## config.mk

```make
export PLATFORM = sky130hd
export DESIGN_NAME = vga_timing_gen
export DESIGN_NICKNAME = d
export VERILOG_FILES = /design/src/rtl/vga_timing_pkg.sv /design/src/rtl/vga_scan_counter.sv /design/src/rtl/vga_timing_gen.sv
export SDC_FILE = /design/constraint.sdc
export NUM_CORES = 1
export LEC_CHECK = 0
export ABC_CLOCK_PERIOD_IN_PS = 2300
export BUFFER_PORTS_ARGS = -buffer_cell sky130_fd_sc_hd__buf_2
export CORE_ASPECT_RATIO = 0.7
export CORE_MARGIN = 3
export CORE_UTILIZATION = 30
export DETAILED_ROUTE_END_ITERATION = 16
export GPL_ROUTABILITY_DRIVEN = 1
export GPL_TIMING_DRIVEN = 0
export SLEW_MARGIN = 20
export SYNTH_ARGS = -nofsm -noshare
export SYNTH_HDL_FRONTEND = slang
export SYNTH_HIERARCHICAL = 1
export SYNTH_SLANG_ARGS = --single-unit
```

## constraint.sdc

```tcl
create_clock -name clock -period 2.3 [get_ports clock]
set_clock_uncertainty 0.15 [all_clocks]
set_input_delay 0.23 -clock clock [delete_from_list [all_inputs] [get_ports clock]]
set_output_delay 0.23 -clock clock [all_outputs]
set_load 0.02 [all_outputs]
```

## src/rtl/vga_timing_pkg.sv

```systemverilog
// Shared constants for the 640x480@60 raster timing generator: default
// porch/sync widths, total-length derivation and sync window bounds.
package vga_timing_pkg;

  localparam int H_ACTIVE_DEF = 640;
  localparam int H_FP_DEF     = 16;
  localparam int H_SYNC_DEF   = 96;
  localparam int H_BP_DEF     = 48;
  localparam int V_ACTIVE_DEF = 480;
  localparam int V_FP_DEF     = 10;
  localparam int V_SYNC_DEF   = 2;
  localparam int V_BP_DEF     = 33;
  localparam int CW_DEF       = 10;

  // Total positions along one axis: visible + front porch + sync + back porch.
  function automatic int scan_total(input int active, input int fp, input int sync, input int bp);
    return active + fp + sync + bp;
  endfunction

  // First counter value inside the sync pulse.
  function automatic int sync_start(input int active, input int fp);
    return active + fp;
  endfunction

  // First counter value past the sync pulse.
  function automatic int sync_end(input int active, input int fp, input int sync);
    return active + fp + sync;
  endfunction

  localparam int H_TOTAL_DEF  = scan_total(H_ACTIVE_DEF, H_FP_DEF, H_SYNC_DEF, H_BP_DEF);
  localparam int V_TOTAL_DEF  = scan_total(V_ACTIVE_DEF, V_FP_DEF, V_SYNC_DEF, V_BP_DEF);
  localparam int HS_START_DEF = sync_start(H_ACTIVE_DEF, H_FP_DEF);
  localparam int HS_END_DEF   = sync_end(H_ACTIVE_DEF, H_FP_DEF, H_SYNC_DEF);
  localparam int VS_START_DEF = sync_start(V_ACTIVE_DEF, V_FP_DEF);
  localparam int VS_END_DEF   = sync_end(V_ACTIVE_DEF, V_FP_DEF, V_SYNC_DEF);

endpackage

```

## src/rtl/vga_scan_counter.sv

```systemverilog
// Wrapping horizontal/vertical scan position pair. Holds the position that
// the next enabled step will present; advances one pixel per enabled step.
module vga_scan_counter #(
  parameter int CW      = 10,
  parameter int H_TOTAL = 800,
  parameter int V_TOTAL = 525,
  parameter int INIT_X  = 0,
  parameter int INIT_Y  = 0
) (
  input  logic          clock,
  input  logic          reset,
  input  logic          pix_en,
  output logic [CW-1:0] hc,
  output logic [CW-1:0] vc
);

  localparam logic [CW-1:0] H_LAST = CW'(H_TOTAL - 1);
  localparam logic [CW-1:0] V_LAST = CW'(V_TOTAL - 1);
  localparam logic [CW-1:0] X_INIT = CW'(INIT_X);
  localparam logic [CW-1:0] Y_INIT = CW'(INIT_Y);

  // Advance the position, wrapping at end of line and end of frame.
  always_ff @(posedge clock) begin
    if (reset) begin
      hc <= X_INIT;
      vc <= Y_INIT;
    end else if (pix_en) begin
      if (hc == H_LAST) begin
        hc <= '0;
        if (vc == V_LAST) vc <= '0;
        else              vc <= vc + 1'b1;
      end else begin
        hc <= hc + 1'b1;
      end
    end
  end

endmodule

```

## src/rtl/vga_timing_gen.sv

```systemverilog
// 640x480@60 video timing generator: registered position, active flag,
// sync pulses and line/frame strobes. Optional prefetch position port is
// built when VGA_TIMING_GEN_PREFETCH_EN is defined.
module vga_timing_gen
  import vga_timing_pkg::*;
#(
  parameter int   H_ACTIVE = H_ACTIVE_DEF,
  parameter int   H_FP     = H_FP_DEF,
  parameter int   H_SYNC   = H_SYNC_DEF,
  parameter int   H_BP     = H_BP_DEF,
  parameter int   V_ACTIVE = V_ACTIVE_DEF,
  parameter int   V_FP     = V_FP_DEF,
  parameter int   V_SYNC   = V_SYNC_DEF,
  parameter int   V_BP     = V_BP_DEF,
  parameter logic HS_POL   = 1'b0,
  parameter logic VS_POL   = 1'b0,
  parameter int   CW       = CW_DEF,
  parameter int   LEAD     = 2
) (
  input  logic          clock,
  input  logic          reset,
  input  logic          pix_en,
  output logic [CW-1:0] video_x,
  output logic [CW-1:0] video_y,
  output logic          video_active,
  output logic          video_hs,
  output logic          video_vs,
  output logic          line_start,
  output logic          frame_start
`ifdef VGA_TIMING_GEN_PREFETCH_EN
  ,
  output logic [CW-1:0] pre_x,
  output logic [CW-1:0] pre_y,
  output logic          pre_active
`endif
);

  localparam int H_TOTAL = scan_total(H_ACTIVE, H_FP, H_SYNC, H_BP);
  localparam int V_TOTAL = scan_total(V_ACTIVE, V_FP, V_SYNC, V_BP);

  localparam logic [CW-1:0] H_ACT_C  = CW'(H_ACTIVE);
  localparam logic [CW-1:0] V_ACT_C  = CW'(V_ACTIVE);
  localparam logic [CW-1:0] HS_BEG_C = CW'(sync_start(H_ACTIVE, H_FP));
  localparam logic [CW-1:0] HS_END_C = CW'(sync_end(H_ACTIVE, H_FP, H_SYNC));
  localparam logic [CW-1:0] VS_BEG_C = CW'(sync_start(V_ACTIVE, V_FP));
  localparam logic [CW-1:0] VS_END_C = CW'(sync_end(V_ACTIVE, V_FP, V_SYNC));

  // Elaboration-time sanity: counters must hold the totals, lead must fit a line.
  if (H_TOTAL > (1 << CW) || V_TOTAL > (1 << CW)) begin : g_bad_cw
    $error("CW too narrow for scan totals");
  end
  if (LEAD < 1 || LEAD > H_TOTAL - 1) begin : g_bad_lead
    $error("LEAD out of range");
  end

  logic [CW-1:0] hc;
  logic [CW-1:0] vc;

  vga_scan_counter #(
    .CW(CW), .H_TOTAL(H_TOTAL), .V_TOTAL(V_TOTAL), .INIT_X(0), .INIT_Y(0)
  ) u_main_cnt (
    .clock(clock), .reset(reset), .pix_en(pix_en), .hc(hc), .vc(vc)
  );

  // Present the current scan position and decode its timing flags.
  always_ff @(posedge clock) begin
    if (reset) begin
      video_x      <= '0;
      video_y      <= '0;
      video_active <= 1'b0;
      video_hs     <= ~HS_POL;
      video_vs     <= ~VS_POL;
      line_start   <= 1'b0;
      frame_start  <= 1'b0;
    end else if (pix_en) begin
      video_x      <= hc;
      video_y      <= vc;
      video_active <= (hc < H_ACT_C) && (vc < V_ACT_C);
      video_hs     <= ((hc >= HS_BEG_C) && (hc < HS_END_C)) ? HS_POL : ~HS_POL;
      video_vs     <= ((vc >= VS_BEG_C) && (vc < VS_END_C)) ? VS_POL : ~VS_POL;
      line_start   <= (hc == '0);
      frame_start  <= (hc == '0) && (vc == '0);
    end else begin
      line_start   <= 1'b0;
      frame_start  <= 1'b0;
    end
  end

`ifdef VGA_TIMING_GEN_PREFETCH_EN
  logic [CW-1:0] pre_hc;
  logic [CW-1:0] pre_vc;

  // Lead counter starts LEAD steps ahead of the main one and stays locked to it.
  vga_scan_counter #(
    .CW(CW), .H_TOTAL(H_TOTAL), .V_TOTAL(V_TOTAL),
    .INIT_X(LEAD % H_TOTAL), .INIT_Y((LEAD / H_TOTAL) % V_TOTAL)
  ) u_pre_cnt (
    .clock(clock), .reset(reset), .pix_en(pix_en), .hc(pre_hc), .vc(pre_vc)
  );

  // Present the look-ahead position alongside the main outputs.
  always_ff @(posedge clock) begin
    if (reset) begin
      pre_x      <= '0;
      pre_y      <= '0;
      pre_active <= 1'b0;
    end else if (pix_en) begin
      pre_x      <= pre_hc;
      pre_y      <= pre_vc;
      pre_active <= (pre_hc < H_ACT_C) && (pre_vc < V_ACT_C);
    end
  end
`endif

endmodule

```

# ---- Word level (Yosys, flattened, before mapping)
# Index checks and enable logic that the tools add are counted.
dict set report classes {
  add_sub_neg 2
  n_lt_le_gt_ge 6
  eq_ne 2
  n_mux 4
  n_bitwise 1
  n_reduce_logical 8
}
# operator n
set op_table {}
lappend op_table {{adder 10 x 1 -> 10 bit, second input constant} 2}
lappend op_table {{== test 10 bit, second input constant} 2}
lappend op_table {{zero test 10 bit} 2}
lappend op_table {{less-than comparator 10 bit, second input constant} 2}
lappend op_table {{less-than comparator 10 x 9 -> 1 bit, second input constant} 2}
lappend op_table {{2-to-1 mux 10 bit} 2}
lappend op_table {{>= comparator 10 bit, second input constant} 1}
lappend op_table {{>= comparator 10 x 9 -> 1 bit, second input constant} 1}
lappend op_table {{logical AND 1 bit} 4}
lappend op_table {{2-to-1 mux 1 bit} 2}
lappend op_table {{AND reduction 2 bit} 1}
lappend op_table {{OR reduction 2 bit} 1}
lappend op_table {{inverter 1 bit} 1}
dict set report word_totals {
  register_bits 45
  inputBits 3
  out_inout_bits 25
  word_cells 32
}

# ---- Depth between registers and ports, before layout
# Gate-level depths: netlist of run 1.
dict set report logic_depth {
  word_depth 3
  mapped_depth 7
  ltp_nobuf 6
}

# ---- Modules after synthesis
# Netlist of run 1, hierarchy kept.
# module instances cells_per_inst area_each_um2 seq_area_each_um2
set by_module_without_submodules {}
lappend by_module_without_submodules {vga_scan_counter 1 108 982.2 400.4}
lappend by_module_without_submodules {vga_timing_gen 1 94 958.4 500.5}

# ---- Least setup slack after synthesis of run 1
# No wires, ideal clock.
dict set report synth_path {
  path_kind {flip-flop to flip-flop}
  start {register u_main_cnt.vc[0]}
  end {register u_main_cnt.vc[6]}
  setup_time_ps 96
  t_arrival_ps 1651
  t_required_ps 2054
  setup_slack_ps 403
  path_stages_with_launch 8
  synth_period_minus_slack_ps 1897
  path_cell_list {dfxtp_1 inv_1 ha_1 nor4bb_1 a31o_2 or2_1 buf_2 o41ai_2}
}
dict set report synth_between {
  elab_chain_cells 2
  word_cells_on_any_way 3
  cone_classes {add/sub: 1; eq/ne: 1; mux: 1}
}
# element line_no
set synth_rtl {}
lappend synth_rtl {{start: declaration} vga_scan_counter.sv:14} ;# output logic [CW-1:0] vc
lappend synth_rtl {{start signal: assignment} vga_scan_counter.sv:31} ;# else vc <= vc + 1'b1;
lappend synth_rtl {{adder 10 x 1 -> 10 bit or == test 10 bit (tied branches)} {vga_scan_counter.sv:31, vga_scan_counter.sv:30}}
lappend synth_rtl {{2-to-1 mux 10 bit (*)} vga_scan_counter.sv:30} ;# if (vc == V_LAST) vc <= '0;
# Every way passes the cells marked *; elsewhere a longest branch is shown, timed or not.
# A chain may end at the register's enable or synchronous reset.

# ---- Final worst setup path of run 1
# Ends and elaborated chain as after synthesis.

==> run_results.csv, run 1 <==
group,metric,value,unit
outcome,status,"complete, no violations",
route,drt-total-wl,4510,um
setup_path,r2r_start,"u_main_cnt/vc[0]$_SDFFE_PP0P_",
setup_path,cp-start-kind,"flip-flop",
synth,synthArstFlopShare,0,%
route,dr.pass1.iters,4,
sta,fin_tns_setup,0,ns
route,dr_total_vias,1584,
synth,synthesis.area,1940,um^2
cells_and_area,drive_gt1_share,19.4,%
clocking,cts_tree,"done",
hold_path,hold_path_depth,2,
setup_path,crit_required,2.36,ns
sta,finalCritPeriodShare,91.8,%
sta,max_slew_margin,59.1,%
setup_path,worst-path-max-fanout,8,
die,dieArea,7490,um^2
route,ant_nets,0,
route,via_per_inst,5.08,
clocking,cts_setup_buffers,0,
setup_path,startpoint,"u_main_cnt/vc[0]$_SDFFE_PP0P_",
synth,synth_seq_cells,45,
setup_path,cp-end-kind,"flip-flop",
global_route,grt_use_total,12.9,%
global_route,grt_antenna_before_repair,0,
setup_path,path_class,"flip-flop to flip-flop",
sta,period_needed,2.11,ns
die,dieHeight,73.3,um
setup_path,worst_path_max_delay_cell,"dfxtp_1",
sta,slew_violations,0,
cells_and_area,area_growth,17.5,%
clocking,cts_buffer_depth,2,
global_route,grt_overflow,0,
route,drtIter0Drc,94,
sta,fmaxAchievable,474,MHz
cells_and_area,seqCellArea,901,um^2
clocking,path_clk_slew,0.09,ns
clocking,htreeDepth,2,
global_route,grt_pass1_wl,7360,um
place,io_buffers,27,
job,cap_viol_max_count,0,
cells_and_area,nFillCells,632,
synth,synth-warning-count,6,
setup_path,slowest_delay,0.48,ns
hold_path,hold_class,"input port to flip-flop",
sta,rsz0062_at_grt,"false",
sta,worst_slew_pin_slew,0.614,ns
route,wl_per_cell,14.5,um
clocking,clock_latency,0.29,ns
die,core_area,5990,um^2
synth,synth_cell_types,39,
setup_path,reg2reg_depth,7,
pwr,p_leak,0.925,nW
die,io-pin-count,28,
place,hpwl,3250,um
synth,synth_area_per_cell,9.61,um^2
clocking,cts_hold_buf,0,
pwr,p_per_area,642,nW/um^2
die,rows,23,
cells_and_area,multi_input_area,970,um^2
setup_path,crit_arrival,2.17,ns
cells_and_area,n_antenna_cell,0,
die,chipWidth,102,um
clocking,cts_resized,0,
cells_and_area,fin_cells,312,
sta,setup_viol,0,
route,route.detailed.drc,0,
place,place_inst,304,
pwr,ir_drop,0.264,mV
synth,synth_fp_nets,208,
synth,synth-edff-count,0,
synth,yosys_most_used_dff,"dfxtp_1",
cells_and_area,fin_nets,242,
clocking,clock-sinks,45,
place,gp_congestion,0.772,
clocking,root_buffer,"clkbuf_8",
setup_path,crit_end,"u_main_cnt/vc[6]$_SDFFE_PP0P_",
synth,synth-seq-area-share,46.4,%
global_route,grt_pass1_vias,1366,
setup_path,r2r_slack,0.19,ns
setup_path,worstReg2RegEnd,"u_main_cnt/vc[6]$_SDFFE_PP0P_",
global_route,grt_max_degree,15,
synth,syn_inst,202,
sta,hold_viol_final,0,
die,start_util,32.4,%
clocking,numCtsBuffers,5,
setup_path,cp_cell_sequence,"inv_1, ha_1, nor4bb_1, a31o_2, or2_1, buf_2, o41ai_2",
## Yosys cell counts, types with 5 or more instances
cell type | n | area [um^2]
or3_1 | 5 | 31.3
nand4_1 | 5 | 31.3
dfxtp_1 | 45 | 901
inv_1 | 5 | 18.8
mux2i_1 | 21 | 210
nor3_1 | 7 | 35.0
o21ai_0 | 7 | 35.0
nor4_1 | 5 | 31.3
a21oi_1 | 5 | 25.0
nand2_1 | 9 | 33.8
nor2_1 | 29 | 109
## area by class of cell
type | instances | share of cell area, %
Buffer | 9 | 2.25
Clock buffer | 6 | 3.18
Clock inverter | 2 | 1.70
Inverter | 5 | 0.823
Multi-Input combinational cell | 143 | 42.5
Sequential cell | 45 | 39.5
Tap cell | 75 | 4.11
Timing Repair Buffer | 27 | 5.92
## layout by cell type, fill, tap and decap left out, types with 4 or more instances in the layout
| cell type | n |
|---|---|
| dfxtp_1 | 45 |
| buf_2 | 29 |
| nor2_1 | 29 |
| mux2i_1 | 21 |
| nand2_1 | 9 |
| o21ai_0 | 7 |
| nor3_1 | 7 |
| nand4_1 | 5 |
| a21oi_1 | 5 |
| nor4_1 | 5 |
| or3_1 | 5 |
| clkbuf_8 | 5 |
| inv_1 | 5 |
| clkbuf_1 | 4 |
| buf_4 | 4 |
| and3_1 | 4 |
| nand3_1 | 4 |
| xor2_1 | 4 |
## worst min-delay path by stage
| stage | start | end | slack, ns |
|---|---|---|---|
| after floorplan | reset | u_main_cnt/vc[0]$_SDFFE_PP0P_ | 0.15 |
| after global placement | video_y[5]$_SDFFE_PP0P_ | video_y[5]$_SDFFE_PP0P_ | 0.32 |
| after detailed placement | video_x[0]$_SDFFE_PP0P_ | video_x[0]$_SDFFE_PP0P_ | 0.33 |
| after CTS | reset | u_main_cnt/hc[4]$_SDFFE_PP0P_ | 0.07 |
| after global routing | reset | u_main_cnt/hc[4]$_SDFFE_PP0P_ | 0.08 |
| final | reset | u_main_cnt/hc[2]$_SDFFE_PP0P_ | 0.06 |
## logic make-up (layout without fill, tap and decap cells)
kind of cell | after synthesis | count (layout) | synth area share (%)
and+or+nand+nor | 82 | 82 | 23.1
DFF | 45 | 45 | 46.4
AOI/OAI and AO/OA | 30 | 30 | 11.0
muxes | 21 | 21 | 10.8
buffers and inverters | 14 | 49 | 3.61
xor gates and xnor gates | 7 | 7 | 3.16
adders and majority gates | 3 | 3 | 1.93
## metrics by stage
stage | worst slack [ns] | total power, W | instance area, um^2 | utilization, % | hold slack [ns]
after floorplan | 0.403 | 0.000866 | 1940 | - | 0.149
after global placement | 0.205 | 0.000890 | 2170 | 36.2 | 0.316
after detailed placement | 0.191 | 0.000891 | 2170 | 36.2 | 0.326
after CTS | 0.162 | 0.00149 | 2280 | 38.1 | 0.0674
after global routing | 0.0362 | 0.00153 | 2280 | 38.1 | 0.0797
final | 0.189 | 0.00146 | 2280 | 38.1 | 0.0642
## state kept, by name, indices dropped and copies added, names as in the netlist
| name | cells |
|---|---|
| video_hs | 1 |
| video_vs | 1 |
| line_start | 1 |
| frame_start | 1 |
| video_active | 1 |
| video_x | 10 |
| u_main_cnt/vc | 10 |
| u_main_cnt/hc | 10 |
| video_y | 10 |
## per-layer routing
metal	global-route usage, %	part of all wire, %	vias up
li1	-	-	801
met1	21.9	58	739
met2	15.0	36	42
met3	3.51	5.8	2
met4	3.06	0.31	0
met5	0	0	-
## worst max-delay path, delay by kind of cell (launching register included)
kind | cells | cell delay [ns]
flip-flops | 1 | 0.48
buffers and inverters | 2 | 0.25
adder cells (fa/ha/maj) | 1 | 0.21
AND/OR/NAND/NOR | 2 | 0.35
AO/OA/AOI/OAI | 2 | 0.59
## power breakdown
group          switching, W  internal (W)
clock network      0.000265      0.000326
registers        0.00000763      0.000788
logic             0.0000472     0.0000295
(Power assumes the default switching activity.)
==> run 2: changes to the inputs <==
--- a/config.mk
+++ b/config.mk
@@ -8,11 +8,11 @@
 export ABC_CLOCK_PERIOD_IN_PS = 2300
 export BUFFER_PORTS_ARGS = -buffer_cell sky130_fd_sc_hd__buf_2
 export CORE_ASPECT_RATIO = 0.7
-export CORE_MARGIN = 3
 export CORE_UTILIZATION = 30
 export DETAILED_ROUTE_END_ITERATION = 16
 export GPL_ROUTABILITY_DRIVEN = 1
 export GPL_TIMING_DRIVEN = 0
+export PLACE_DENSITY = 0.56
 export SLEW_MARGIN = 20
 export SYNTH_ARGS = -nofsm -noshare
 export SYNTH_HDL_FRONTEND = slang
==> run 2 against run 1 <==
Effect of this change: global-route usage increased by 1.2 points; critical endpoint unchanged; sequential cell count unchanged; first-iteration DRC count decreased by 16%; clock-buffer cell count increased by 1; the flow now finishes with violations (design-rule violations); power increased by 2.1%; utilization decreased by 1.4 points; critical path depth unchanged; via count decreased by 2.7%; non-clock buffer count unchanged; maximum frequency decreased by 2.0%; cell count increased by 0.96%; clock power increased by 5.2%.
==> run_results.csv, run 2 (synthesis results as in run 1) <==
group,metric,value,unit
setup_path,cp-start-kind,"flip-flop",
die,core_area,6250,um^2
setup_path,cp_cell_sequence,"inv_1, ha_1, nor4bb_1, a31o_2, or2_1, buf_2, o41ai_2",
clocking,cts_tree,"done",
clocking,clock_latency,0.30,ns
clocking,root_buffer,"clkbuf_8",
clocking,htreeDepth,2,
setup_path,r2r_slack,0.15,ns
die,io-pin-count,28,
outcome,status,"finished, violations left",
global_route,grt_pass1_vias,1411,
sta,finalCritPeriodShare,93.7,%
job,cap_viol_max_count,0,
pwr,p_per_area,653,nW/um^2
die,chipWidth,98.1,um
route,drt-total-wl,4410,um
cells_and_area,area_growth,18.0,%
route,wl_per_cell,14.0,um
global_route,grt_antenna_before_repair,0,
die,start_util,31.1,%
cells_and_area,fin_cells,315,
sta,worst_slew_pin_slew,0.548,ns
global_route,grt_pass1_wl,7450,um
place,gp_congestion,0.844,
sta,slew_violations,0,
clocking,numCtsBuffers,5,
cells_and_area,drive_gt1_share,19.4,%
setup_path,path_class,"flip-flop to flip-flop",
global_route,grt_use_total,14.1,%
route,route.detailed.drc,1,
hold_path,hold_path_depth,2,
hold_path,min_to,"u_main_cnt/hc[2]$_SDFFE_PP0P_",
setup_path,crit_arrival,2.21,ns
die,dieHeight,69.3,um
sta,fmaxAchievable,464,MHz
route,via_per_inst,4.90,
cells_and_area,n_antenna_cell,0,
clocking,cts_buffer_depth,2,
setup_path,worstReg2RegEnd,"u_main_cnt/vc[6]$_SDFFE_PP0P_",
clocking,cts_hold_buf,0,
setup_path,startpoint,"u_main_cnt/vc[0]$_SDFFE_PP0P_",
clocking,path_clk_slew,0.08,ns
hold_path,min_from,"reset",
pwr,p_leak,0.928,nW
cells_and_area,mostFrequentLayoutCells,"45 x dfxtp_1, 29 x buf_2, 29 x nor2_1",
route,drtIter0Drc,79,
global_route,grt_overflow,0,
place,hpwl,3110,um
setup_path,crit_cells,7,
sta,fin_tns_setup,0,ns
die,dieArea,6800,um^2
route,dr_total_vias,1542,
setup_path,cp-end-kind,"flip-flop",
sta,rsz0062_at_grt,"false",
clocking,clock-sinks,45,
cells_and_area,fin_nets,242,
setup_path,slowest_delay,0.49,ns
setup_path,crit_buf_inv,2,
cells_and_area,layout_commonest_cell,"dfxtp_1",
setup_path,reg2reg_depth,7,
route,ant_nets,0,
sta,max_slew_margin,63.5,%
sta,period_needed,2.15,ns
sta,setup_viol,0,
die,rows,24,
clocking,cts_setup_buffers,0,
outcome,violations,"design-rule violations",
setup_path,r2r_start,"u_main_cnt/vc[0]$_SDFFE_PP0P_",
pwr,power.total,0.00149,W
route,dr.pass1.iters,12,
hold_path,hold_class,"input port to flip-flop",
setup_path,worst-path-max-fanout,8,
setup_path,crit_family,"compound AO/OA/AOI/OAI gates",
clocking,cts_resized,0,
place,place_inst,307,
setup_path,crit_required,2.36,ns
place,io_buffers,27,
setup_path,worst_path_max_delay_cell,"dfxtp_1",
pwr,ir_drop,0.242,mV
sta,hold_viol_final,0,
global_route,grt_max_degree,14,
[run 2: stage by stage]
stage	setup WS (ns)	hold WS [ns]	util, %	instance area [um^2]
2_1_floorplan	0.403	0.149	-	1940
3_3_place_gp	0.186	0.316	34.8	2170
3_5_place_dp	0.153	0.327	34.8	2170
4_1_cts	0.141	0.0502	36.7	2290
5_1_grt	0.0235	0.0651	36.7	2290
6_report	0.145	0.0563	36.7	2290
[run 2: how the worst max path moves through the flow]
stage,endpoint,slack [ns]
3_5_place_dp,u_main_cnt/vc[6]$_SDFFE_PP0P_,0.15
6_report,u_main_cnt/vc[6]$_SDFFE_PP0P_,0.15
4_1_cts,u_main_cnt/vc[6]$_SDFFE_PP0P_,0.14
5_1_grt,u_main_cnt/vc[6]$_SDFFE_PP0P_,0.02
2_1_floorplan,u_main_cnt/vc[6]$_SDFFE_PP0P_,0.40
3_3_place_gp,u_main_cnt/vc[6]$_SDFFE_PP0P_,0.19
[run 2: area by class of cell]
class / count / area, um^2
multi-input combinational: 143 / 970
clock buffer: 7 / 86.3
sequential: 45 / 901
tap: 78 / 97.6
timing repair buffer: 27 / 135
inverter: 5 / 18.8
clock inverter: 1 / 30.0
fill: 649 / 3960
buffer: 9 / 51.3
[run 2: report_power, final]
part / switching [W] / internal (W)
logic: 0.0000470 / 0.0000298
clock network: 0.000268 / 0.000354
registers: 0.00000779 / 0.000788
total: 0.000322 / 0.00117
[run 2: worst register-to-register path, stage by stage (launching register included)]
cell	delay (ns)
dfxtp_1	0.49
inv_1	0.08
ha_1	0.21
nor4bb_1	0.15
a31o_2	0.29
or2_1	0.20
buf_2	0.17
o41ai_2	0.32
[run 2: layer usage]
metal	track usage, %	vias up	routed length [um]
met5	0	-	0
met4	6.14	0	80
met3	3.53	10	232
met2	16.8	38	1520
met1	22.6	690	2570
li1	-	804	-
==> run 3: changes to the inputs <==
--- a/config.mk
+++ b/config.mk
@@ -8,11 +8,12 @@
 export ABC_CLOCK_PERIOD_IN_PS = 2300
 export BUFFER_PORTS_ARGS = -buffer_cell sky130_fd_sc_hd__buf_2
 export CORE_ASPECT_RATIO = 0.7
-export CORE_UTILIZATION = 30
+export CORE_UTILIZATION = 52
 export DETAILED_ROUTE_END_ITERATION = 16
 export GPL_ROUTABILITY_DRIVEN = 1
 export GPL_TIMING_DRIVEN = 0
-export PLACE_DENSITY = 0.56
+export MAX_ROUTING_LAYER = met4
+export PLACE_DENSITY = 0.83
 export SLEW_MARGIN = 20
 export SYNTH_ARGS = -nofsm -noshare
 export SYNTH_HDL_FRONTEND = slang
==> run 3 against run 2 <==
Effect of this change: the flow now finishes without violations; design area down 2.8%; maximum frequency up 0.31%; first-iteration DRC count down 3.8%; non-clock buffer count unchanged; critical path depth unchanged; sequential share of layout area up 1.1 points; power down 9.2%; cell count down 8.9%; register-to-register slack about the same; sequential cell count unchanged; sequential power about the same; clock power down 22%; largest cell class unchanged.
==> run_results.csv, run 3 (synthesis results as in run 1) <==
group,metric,value,unit
setup_path,cp_cell_sequence,"inv_1, ha_1, nor4bb_1, a31o_2, or2_1, buf_2, o41ai_2",
die,chipWidth,75.0,um
setup_path,path_class,"flip-flop to flip-flop",
route,drt-total-wl,4080,um
cells_and_area,mostFrequentLayoutCells,"45 x dfxtp_1, 29 x buf_2, 29 x nor2_1",
clocking,htreeDepth,2,
clocking,cts_hold_buf,0,
global_route,grt_overflow,0,
place,hpwl,2840,um
setup_path,slowest_delay,0.48,ns
sta,worst_slew_pin_slew,0.523,ns
sta,rsz0062_at_grt,"false",
route,dr_total_vias,1607,
global_route,grt_use_total,24.2,%
clocking,clock-sinks,45,
place,io_buffers,27,
die,rows,18,
setup_path,cp-start-kind,"flip-flop",
clocking,clock_latency,0.31,ns
global_route,grt_pass1_vias,1402,
clocking,cts_tree,"done",
route,ant_nets,0,
clocking,cts_buffer_depth,2,
die,io-pin-count,28,
cells_and_area,drive_gt1_share,19.4,%
sta,fin_tns_setup,0,ns
sta,fin_ws,0.152,ns
setup_path,crit_family,"compound AO/OA/AOI/OAI gates",
clocking,cts_resized,0,
route,wl_per_cell,14.2,um
pwr,ir_drop,0.412,mV
global_route,grt_pass1_wl,6640,um
cells_and_area,layout_commonest_cell,"dfxtp_1",
sta,setup_viol,0,
sta,finalCritPeriodShare,93.4,%
route,route.detailed.drc,0,
setup_path,crit_arrival,2.21,ns
setup_path,crit_buf_inv,2,
clocking,path_clk_slew,0.08,ns
die,start_util,54.9,%
setup_path,cp-end-kind,"flip-flop",
sta,hold_viol_final,0,
setup_path,worst_path_max_delay_cell,"dfxtp_1",
place,gp_congestion,0.848,
cells_and_area,area_growth,14.7,%
clocking,root_buffer,"clkbuf_8",
hold_path,hold_class,"input port to flip-flop",
die,core_area,3540,um^2
pwr,p_per_area,610,nW/um^2
setup_path,r2r_slack,0.15,ns
global_route,grt_antenna_before_repair,0,
global_route,grt_max_degree,15,
route,via_per_inst,5.60,
outcome,status,"complete, no violations",
clocking,numCtsBuffers,5,
place,dp_slack,0.208,ns
sta,fmaxAchievable,466,MHz
cells_and_area,fin_nets,242,
sta,period_needed,2.15,ns
cells_and_area,n_antenna_cell,0,
setup_path,crit_required,2.36,ns
clocking,cts_setup_buffers,0,
die,dieHeight,53.1,um
route,dr.pass1.iters,4,
pwr,p_leak,0.907,nW
sta,max_slew_margin,65.1,%
job,cap_viol_max_count,0,
route,drtIter0Drc,76,
setup_path,worst-path-max-fanout,7,
die,dieArea,3980,um^2
sta,slew_violations,0,
-- run 3: cell count changes in the layout (fill, tap and decap cells not counted) --
cell / before / now
bufinv_16: 1 / 0
clkbuf_8: 6 / 5
clkinvlp_4: 0 / 2
-- run 3: worst paths after layout --
kind	from	end	cells past startpoint
hold reg to reg	video_hs$_SDFFE_PP1P_	video_hs$_SDFFE_PP1P_	2
setup reg to reg	u_main_cnt/vc[1]$_SDFFE_PP0P_	u_main_cnt/vc[6]$_SDFFE_PP0P_	7
setup / recovery	u_main_cnt/vc[1]$_SDFFE_PP0P_	u_main_cnt/vc[6]$_SDFFE_PP0P_	7
hold / removal	reset	u_main_cnt/vc[0]$_SDFFE_PP0P_	2
-- run 3: cell type report --
class | instances | area, um^2
plain buffers | 9 | 51.3
clock buffers | 6 | 72.6
clock inverters | 2 | 15.0
fillers | 313 | 1310
inverters | 5 | 18.8
multi-input cells | 143 | 970
flip-flops and latches | 45 | 901
well taps | 50 | 62.6
repair buffers | 27 | 135
-- run 3: worst reg2reg max path: cells and delay by family, from the launching register on --
family / cells / cell delay (ns)
adder cells (fa/ha/maj): 1 / 0.19
AND/OR/NAND/NOR: 2 / 0.36
flip-flops: 1 / 0.48
AO/OA/AOI/OAI: 2 / 0.60
buffers and inverters: 2 / 0.28
-- run 3: layer usage --
metal | global-route usage (%) | up-vias | part of all wire, % | wire, um
li1 | - | 812 | - | -
met2 | 34.5 | 41 | 41 | 1680
met4 | 9.43 | 0 | 2.1 | 87
met1 | 31.5 | 748 | 52 | 2140
met3 | 8.19 | 6 | 4.4 | 179
met5 | - | - | 0 | 0
-- run 3: power breakdown --
group          internal, W  switching (W)
sequential        0.000788     0.00000759
clock             0.000214       0.000272
combinational    0.0000297      0.0000463
-- run 3: stage by stage --
stage	util [%]	total power [W]	cell area (um^2)	hold WS, ns	cells
CTS	63.0	0.00137	2230	0.0404	287
floorplan	-	0.000866	1940	0.149	202
global route	63.0	0.00141	2230	0.0526	287
global placement	60.5	0.000889	2140	0.317	279
finish	63.0	0.00136	2230	0.0546	287
detailed placement	60.5	0.000890	2140	0.321	279
